--- config.mk ---
export PLATFORM = sky130hd
export DESIGN_NAME = fb_arbiter
export DESIGN_NICKNAME = d
export VERILOG_FILES = /design/src/rtl/fb_arb_pkg.sv /design/src/rtl/fb_arb_tag_fifo.sv /design/src/rtl/fb_arbiter.sv
export SDC_FILE = /design/constraint.sdc
export NUM_CORES = 1
export LEC_CHECK = 0
export ABC_AREA = 1
export BUFFER_PORTS_ARGS = -buffer_cell sky130_fd_sc_hd__buf_4
export CAP_MARGIN = 20
export CORE_ASPECT_RATIO = 1.25
export CORE_MARGIN = 1.5
export CORE_UTILIZATION = 53
export DETAILED_ROUTE_END_ITERATION = 10
export GPL_TIMING_DRIVEN = 0
export PLACE_DENSITY = 0.85
export SETUP_SLACK_MARGIN = 0.05
export SYNTH_ARGS = -nofsm -noshare
export SYNTH_HDL_FRONTEND = slang
export SYNTH_HIERARCHICAL = 1
export SYNTH_SLANG_ARGS = --single-unit
--- constraint.sdc ---
create_clock -name clk -period 5.9 [get_ports clk]
set_input_delay 1.18 -clock clk [delete_from_list [all_inputs] [get_ports clk]]
set_output_delay 1.18 -clock clk [all_outputs]
set_load 0.01 [all_outputs]
--- src/rtl/fb_arb_pkg.sv ---
// Shared types and default sizing for the FrameBuffer port arbiter.
package fb_arb_pkg;

  localparam int FB_ADDR_W          = 20;
  localparam int FB_DATA_W          = 16;
  localparam int FB_MAX_OUTSTANDING = 4;
  localparam int FB_MAX_VIDEO_RUN   = 8;

  typedef enum logic {
    OWN_VID  = 1'b0,
    OWN_HOST = 1'b1
  } owner_t;

  typedef enum logic [1:0] {
    GNT_NONE    = 2'd0,
    GNT_VID_RD  = 2'd1,
    GNT_HOST_RD = 2'd2,
    GNT_HOST_WR = 2'd3
  } grant_t;

endpackage

--- src/rtl/fb_arb_tag_fifo.sv ---
// Owner-tag FIFO: one bit per outstanding read, returned in issue order.
module fb_arb_tag_fifo #(
  parameter int DEPTH = 4
) (
  input  logic                     clk,
  input  logic                     reset_n,
  input  logic                     push,
  input  logic                     push_owner,
  input  logic                     pop,
  output logic                     pop_owner,
  output logic [$clog2(DEPTH):0]   count,
  output logic                     empty,
  output logic                     full
);

  localparam int PW = $clog2(DEPTH);

  logic [DEPTH-1:0] mem;
  logic [PW-1:0]    wr_ptr;
  logic [PW-1:0]    rd_ptr;
  logic             do_push;
  logic             do_pop;

  assign empty     = (count == '0);
  assign full      = (count == (PW+1)'(DEPTH));
  // Full is judged on the registered count, so a same-cycle pop never frees a slot early.
  assign do_push   = push & ~full;
  assign do_pop    = pop & ~empty;
  assign pop_owner = mem[rd_ptr];

  always_ff @(posedge clk or negedge reset_n) begin
    if (!reset_n) begin
      mem    <= '0;
      wr_ptr <= '0;
      rd_ptr <= '0;
      count  <= '0;
    end else begin
      if (do_push) begin
        mem[wr_ptr] <= push_owner;
        wr_ptr      <= wr_ptr + 1'b1;
      end
      if (do_pop) begin
        rd_ptr <= rd_ptr + 1'b1;
      end
      unique case ({do_push, do_pop})
        2'b10:   count <= count + 1'b1;
        2'b01:   count <= count - 1'b1;
        default: count <= count;
      endcase
    end
  end

endmodule

--- src/rtl/fb_arbiter.sv ---
// Arbitrates the FrameBuffer port between video scan-out (priority) and the host,
// registers the winning command and routes read returns back by owner tag.
module fb_arbiter
  import fb_arb_pkg::*;
#(
  parameter int ADDR_W          = FB_ADDR_W,
  parameter int DATA_W          = FB_DATA_W,
  parameter int MAX_OUTSTANDING = FB_MAX_OUTSTANDING,
  parameter int MAX_VIDEO_RUN   = FB_MAX_VIDEO_RUN
) (
  input  logic              clk,
  input  logic              reset_n,
  input  logic [ADDR_W-1:0] vid_address,
  input  logic              vid_read,
  output logic              vid_waitrequest,
  output logic [DATA_W-1:0] vid_readdata,
  output logic              vid_readdatavalid,
  input  logic [ADDR_W-1:0] host_address,
  input  logic [1:0]        host_byteenable,
  input  logic              host_read,
  input  logic              host_write,
  input  logic [DATA_W-1:0] host_writedata,
  output logic              host_waitrequest,
  output logic [DATA_W-1:0] host_readdata,
  output logic              host_readdatavalid,
  output logic [ADDR_W-1:0] fb_address,
  output logic [1:0]        fb_byteenable,
  output logic              fb_read,
  output logic              fb_write,
  output logic [DATA_W-1:0] fb_writedata,
  input  logic [DATA_W-1:0] fb_readdata,
  input  logic              fb_readdatavalid,
  output logic              orphan_err
);

  localparam int CNT_W = $clog2(MAX_OUTSTANDING) + 1;
  localparam int RUN_W = $clog2(MAX_VIDEO_RUN + 1);

  grant_t           grant;
  logic [RUN_W-1:0] vid_run;
  logic             vid_run_max;
  logic             rd_ok;
  logic             vid_elig;
  logic             host_elig;
  logic             host_granted;
  logic             rd_granted;
  logic [CNT_W-1:0] tag_count;
  logic             tag_empty;
  logic             tag_full;
  logic             tag_pop_owner;
  owner_t           ret_owner;

  assign rd_ok       = (tag_count < CNT_W'(MAX_OUTSTANDING));
  assign vid_elig    = vid_read & rd_ok;
  assign host_elig   = host_write | (host_read & rd_ok);
  assign vid_run_max = (vid_run == RUN_W'(MAX_VIDEO_RUN));

  // Write wins over read when the host raises both; the read is simply not serviced.
  always_comb begin
    grant = GNT_NONE;
    if (host_elig && (!vid_elig || vid_run_max)) begin
      grant = host_write ? GNT_HOST_WR : GNT_HOST_RD;
    end else if (vid_elig) begin
      grant = GNT_VID_RD;
    end
  end

  assign host_granted     = (grant == GNT_HOST_RD) || (grant == GNT_HOST_WR);
  assign rd_granted       = (grant == GNT_HOST_RD) || (grant == GNT_VID_RD);
  assign vid_waitrequest  = (grant != GNT_VID_RD);
  assign host_waitrequest = ~host_granted;

  fb_arb_tag_fifo #(
    .DEPTH (MAX_OUTSTANDING)
  ) u_tag_fifo (
    .clk        (clk),
    .reset_n    (reset_n),
    .push       (rd_granted & ~tag_full),
    .push_owner (grant == GNT_HOST_RD),
    .pop        (fb_readdatavalid),
    .pop_owner  (tag_pop_owner),
    .count      (tag_count),
    .empty      (tag_empty),
    .full       (tag_full)
  );

  assign ret_owner = owner_t'(tag_pop_owner);

  always_ff @(posedge clk or negedge reset_n) begin
    if (!reset_n) begin
      vid_run <= '0;
    end else if (!vid_read || host_granted) begin
      vid_run <= '0;
    end else if ((grant == GNT_VID_RD) && !vid_run_max) begin
      vid_run <= vid_run + 1'b1;
    end
  end

  always_ff @(posedge clk or negedge reset_n) begin
    if (!reset_n) begin
      fb_address    <= '0;
      fb_byteenable <= '0;
      fb_read       <= 1'b0;
      fb_write      <= 1'b0;
      fb_writedata  <= '0;
    end else begin
      fb_read  <= 1'b0;
      fb_write <= 1'b0;
      unique case (grant)
        GNT_VID_RD: begin
          fb_read       <= 1'b1;
          fb_address    <= vid_address;
          fb_byteenable <= 2'b11;
        end
        GNT_HOST_RD: begin
          fb_read       <= 1'b1;
          fb_address    <= host_address;
          fb_byteenable <= host_byteenable;
        end
        GNT_HOST_WR: begin
          fb_write      <= 1'b1;
          fb_address    <= host_address;
          fb_byteenable <= host_byteenable;
          fb_writedata  <= host_writedata;
        end
        default: ;
      endcase
    end
  end

  always_ff @(posedge clk or negedge reset_n) begin
    if (!reset_n) begin
      vid_readdatavalid  <= 1'b0;
      vid_readdata       <= '0;
      host_readdatavalid <= 1'b0;
      host_readdata      <= '0;
      orphan_err         <= 1'b0;
    end else begin
      vid_readdatavalid  <= 1'b0;
      host_readdatavalid <= 1'b0;
      if (fb_readdatavalid) begin
        if (tag_empty) begin
          orphan_err <= 1'b1;
        end else if (ret_owner == OWN_HOST) begin
          host_readdatavalid <= 1'b1;
          host_readdata      <= fb_readdata;
        end else begin
          vid_readdatavalid  <= 1'b1;
          vid_readdata       <= fb_readdata;
        end
      end
    end
  end

endmodule

==> summary.txt <==
fmax = 0.288 GHz
clk_lat worst skew = 0.37 ns
DR iter-0 viols = 160
Synth Register Bits = 90
Mapped Area = 4270 um^2
top post-synthesis cells by count = 122 x nand2_1, 90 x dfrtp_1, 87 x inv_1, 50 x nand3_1, 37 x o21ai_0
hold crit path type = register to register
WP data required = 4.72 ns
fin util = 74.8%
Post-synth ARST share = 100%
top-count cell post-synth = nand2_1
critical path type = input port to output pin
fin worst setup slack = 2.43 ns
drt drc = 0
hpwl dp = 7900 um
die width = 83.3 um
met2 GRT Util = 43.0%
CP Launch Type = input port
critical path startpoint = vid_read
total CTS buffers = 9
WL final = 10700 um
Int Power = 1.74 mW
Slew HR = 69.5%
Switch Pwr = 1.08 mW
Hold Path Depth = 1
Layout fillers = 541
maximum VDD drop = 0.335 mV
Gates resized, CTS repair = 0
P&R area growth vs syn = 36.3%
drt pass-1 iters = 4
Top Usage Layer GRT = met2
FF-to-FF Start = vid_run[0]
Leak = 3.23 nW
CTS root buffer = clkbuf_8
max_cap viols = 0
outcome = finished, final reports clean
Placeable Area = 7790 um^2
post-synth cell types = 33
clock power share = 17.2%
Vert. Die Dim = 103 um
# IOs = 157
Synthesized Nets = 566
initial antenna violation count = 0
level count of the clock H-tree = 3
met3 GRT Util = 5.16%
first-pass GRT wire length = 16700 um
Detail Route Antenna Nets = 0
Switching Share = 38.2%
Placed Cells = 725
post-place setup slack = 2.42 ns
Final Setup Violations = 0
worst-path fanout max = 10
P per Cell Area = 485 nW/um^2
port bufs = 156
clock buffer depth = 2
total grt overflow = 0
RSZ-0062 raised after global routing = false
cell area after placement = 5560 um^2
Synth Flop Type = dfrtp_1
hold buffers post-CTS = 0
Initial Utilization = 54.8%
setup TNS = 0 ns
vias in the first global route = 3534
TritonCTS clock tree = built
Final min period = 3.47 ns
DR vias = 3676
Post-Layout Inst Area = 5830 um^2
Comb power frac = 45.7%
Worst Tran Pin Value = 0.457 ns
Synth area leaders = dfrtp_1 53%, nand2_1 11%, inv_1 7.6%, nand3_1 5.9%, o21ai_0 4.3%
CP arrival = 2.29 ns
Fin Clk Skew = 0.0117 ns
Crit. End Element = output pin
Final Non-Filler Cells = 742
Post-synth EDFFs = 0
Total GRT Usage = 24.5%
Worst-path clk slew = 0.09 ns
Yosys Warn Count = 6
Post CTS Setup Buffer Count = 0
Via density = 4.95
register area share after synthesis = 52.7%
Avg WL per Cell = 14.4 um
final hold violations = 0
met1 Resource Use GR = 29.1%
nets = 734
dominant cell type by area after synthesis = dfrtp_1
DIE AREA = 8610 um^2
sequential share of power = 37.1%
hold path startpoint = orphan_err
GP Congestion = 0.853
period utilization = 58.9%
share of Yosys cell area claimed by the top area cell type = 52.7%
syn avg cell area = 9.01 um^2
# clock sinks = 90
ant diodes = 0
largest net degree at the start of global routing = 91
layout cell share with drive strength beyond 1 = 34.6%
Syn Inst Count = 474
worst reg-to-reg path cell count = 13
max-slew violation count = 0
Rows = 36
cell families after synthesis:
logic type	Yosys count	share of synthesized area, %
adders and majority gates	12	3.69
and+or+nand+nor	204	22.2
buffers and inverters	108	11.7
xor gates and xnor gates	2	0.410
muxes	16	4.22
DFF	90	52.7
AOI/OAI and AO/OA	42	5.07
state kept, by name, summed over array words and instances (netlist names), 2 cells and up:
signal / cells
fb_address: 20
fb_writedata: 16
host_readdata: 16
vid_readdata: 16
u_tag_fifo/mem: 4
vid_run: 4
u_tag_fifo/count: 3
fb_byteenable: 2
u_tag_fifo/rd_ptr: 2
u_tag_fifo/wr_ptr: 2
layout make-up:
cell class / count / area, um^2 / area share (%)
clock inverters: 6 / 97.6 / 1.68
plain buffers: 20 / 171 / 2.94
inverters: 88 / 330 / 5.67
well taps: 95 / 119 / 2.04
multi-input cells: 276 / 1520 / 26.1
clock buffers: 10 / 138 / 2.36
repair buffers: 157 / 1200 / 20.6
flip-flops and latches: 90 / 2250 / 38.7
power by group through the flow:
| stage | Combinational, mW | Sequential [mW] | Clock (mW) |
|---|---|---|---|
| CTS | 1.30 | 1.04 | 0.495 |
| finish | 1.29 | 1.05 | 0.486 |
| global placement | 1.23 | 1.04 | 0 |
| floorplan | 0.593 | 1.14 | 0 |
| global route | 1.42 | 1.08 | 0.522 |
| detailed placement | 1.29 | 1.05 | 0 |
path summary, 6_finish.rpt:
check | to | slack [ns]
worst max-delay path | vid_waitrequest | 2.43
worst max register to register | u_tag_fifo/count[1] | 3.13
min in group asynchronous | fb_writedata[15] | 0.73
max in group asynchronous | u_tag_fifo/count[0] | 4.53
worst min register to register | orphan_err | 0.48
worst min-delay path | orphan_err | 0.48
per-stage QoR:
stage	hold WS (ns)	power, mW
global route	0.495	3.02
finish	0.476	2.82
CTS	0.479	2.83
detailed placement	0.457	2.34
global placement	0.444	2.28
floorplan	0.436	1.73
routing by layer:
layer / part of all wire (%) / up-vias / routed length (um)
met5: 0 / - / 0
met3: 7.1 / 22 / 752
li1: - / 1802 / -
met1: 40 / 1706 / 4210
met2: 50 / 146 / 5360
met4: 3.0 / 0 / 324
cell usage in the layout, fill, tap and decap left out, types with 11 or more instances in the layout:
master	synthesis	layout
o21ai_0	37	37
mux2_2	16	16
nand2_1	122	122
ha_1	11	11
inv_1	87	87
clkbuf_8	4	14
dfrtp_1	90	90
nand3_1	50	50
buf_4	2	158
critical path, stage by stage:
cell	delay [ns]
buf_4	0.10
inv_1	0.06
nor2_4	0.11
nand2_4	0.10
clkbuf_8	0.17
nand2_1	0.09
ha_1	0.27
inv_1	0.06
buf_4	0.14
(Power assumes the default switching activity.)
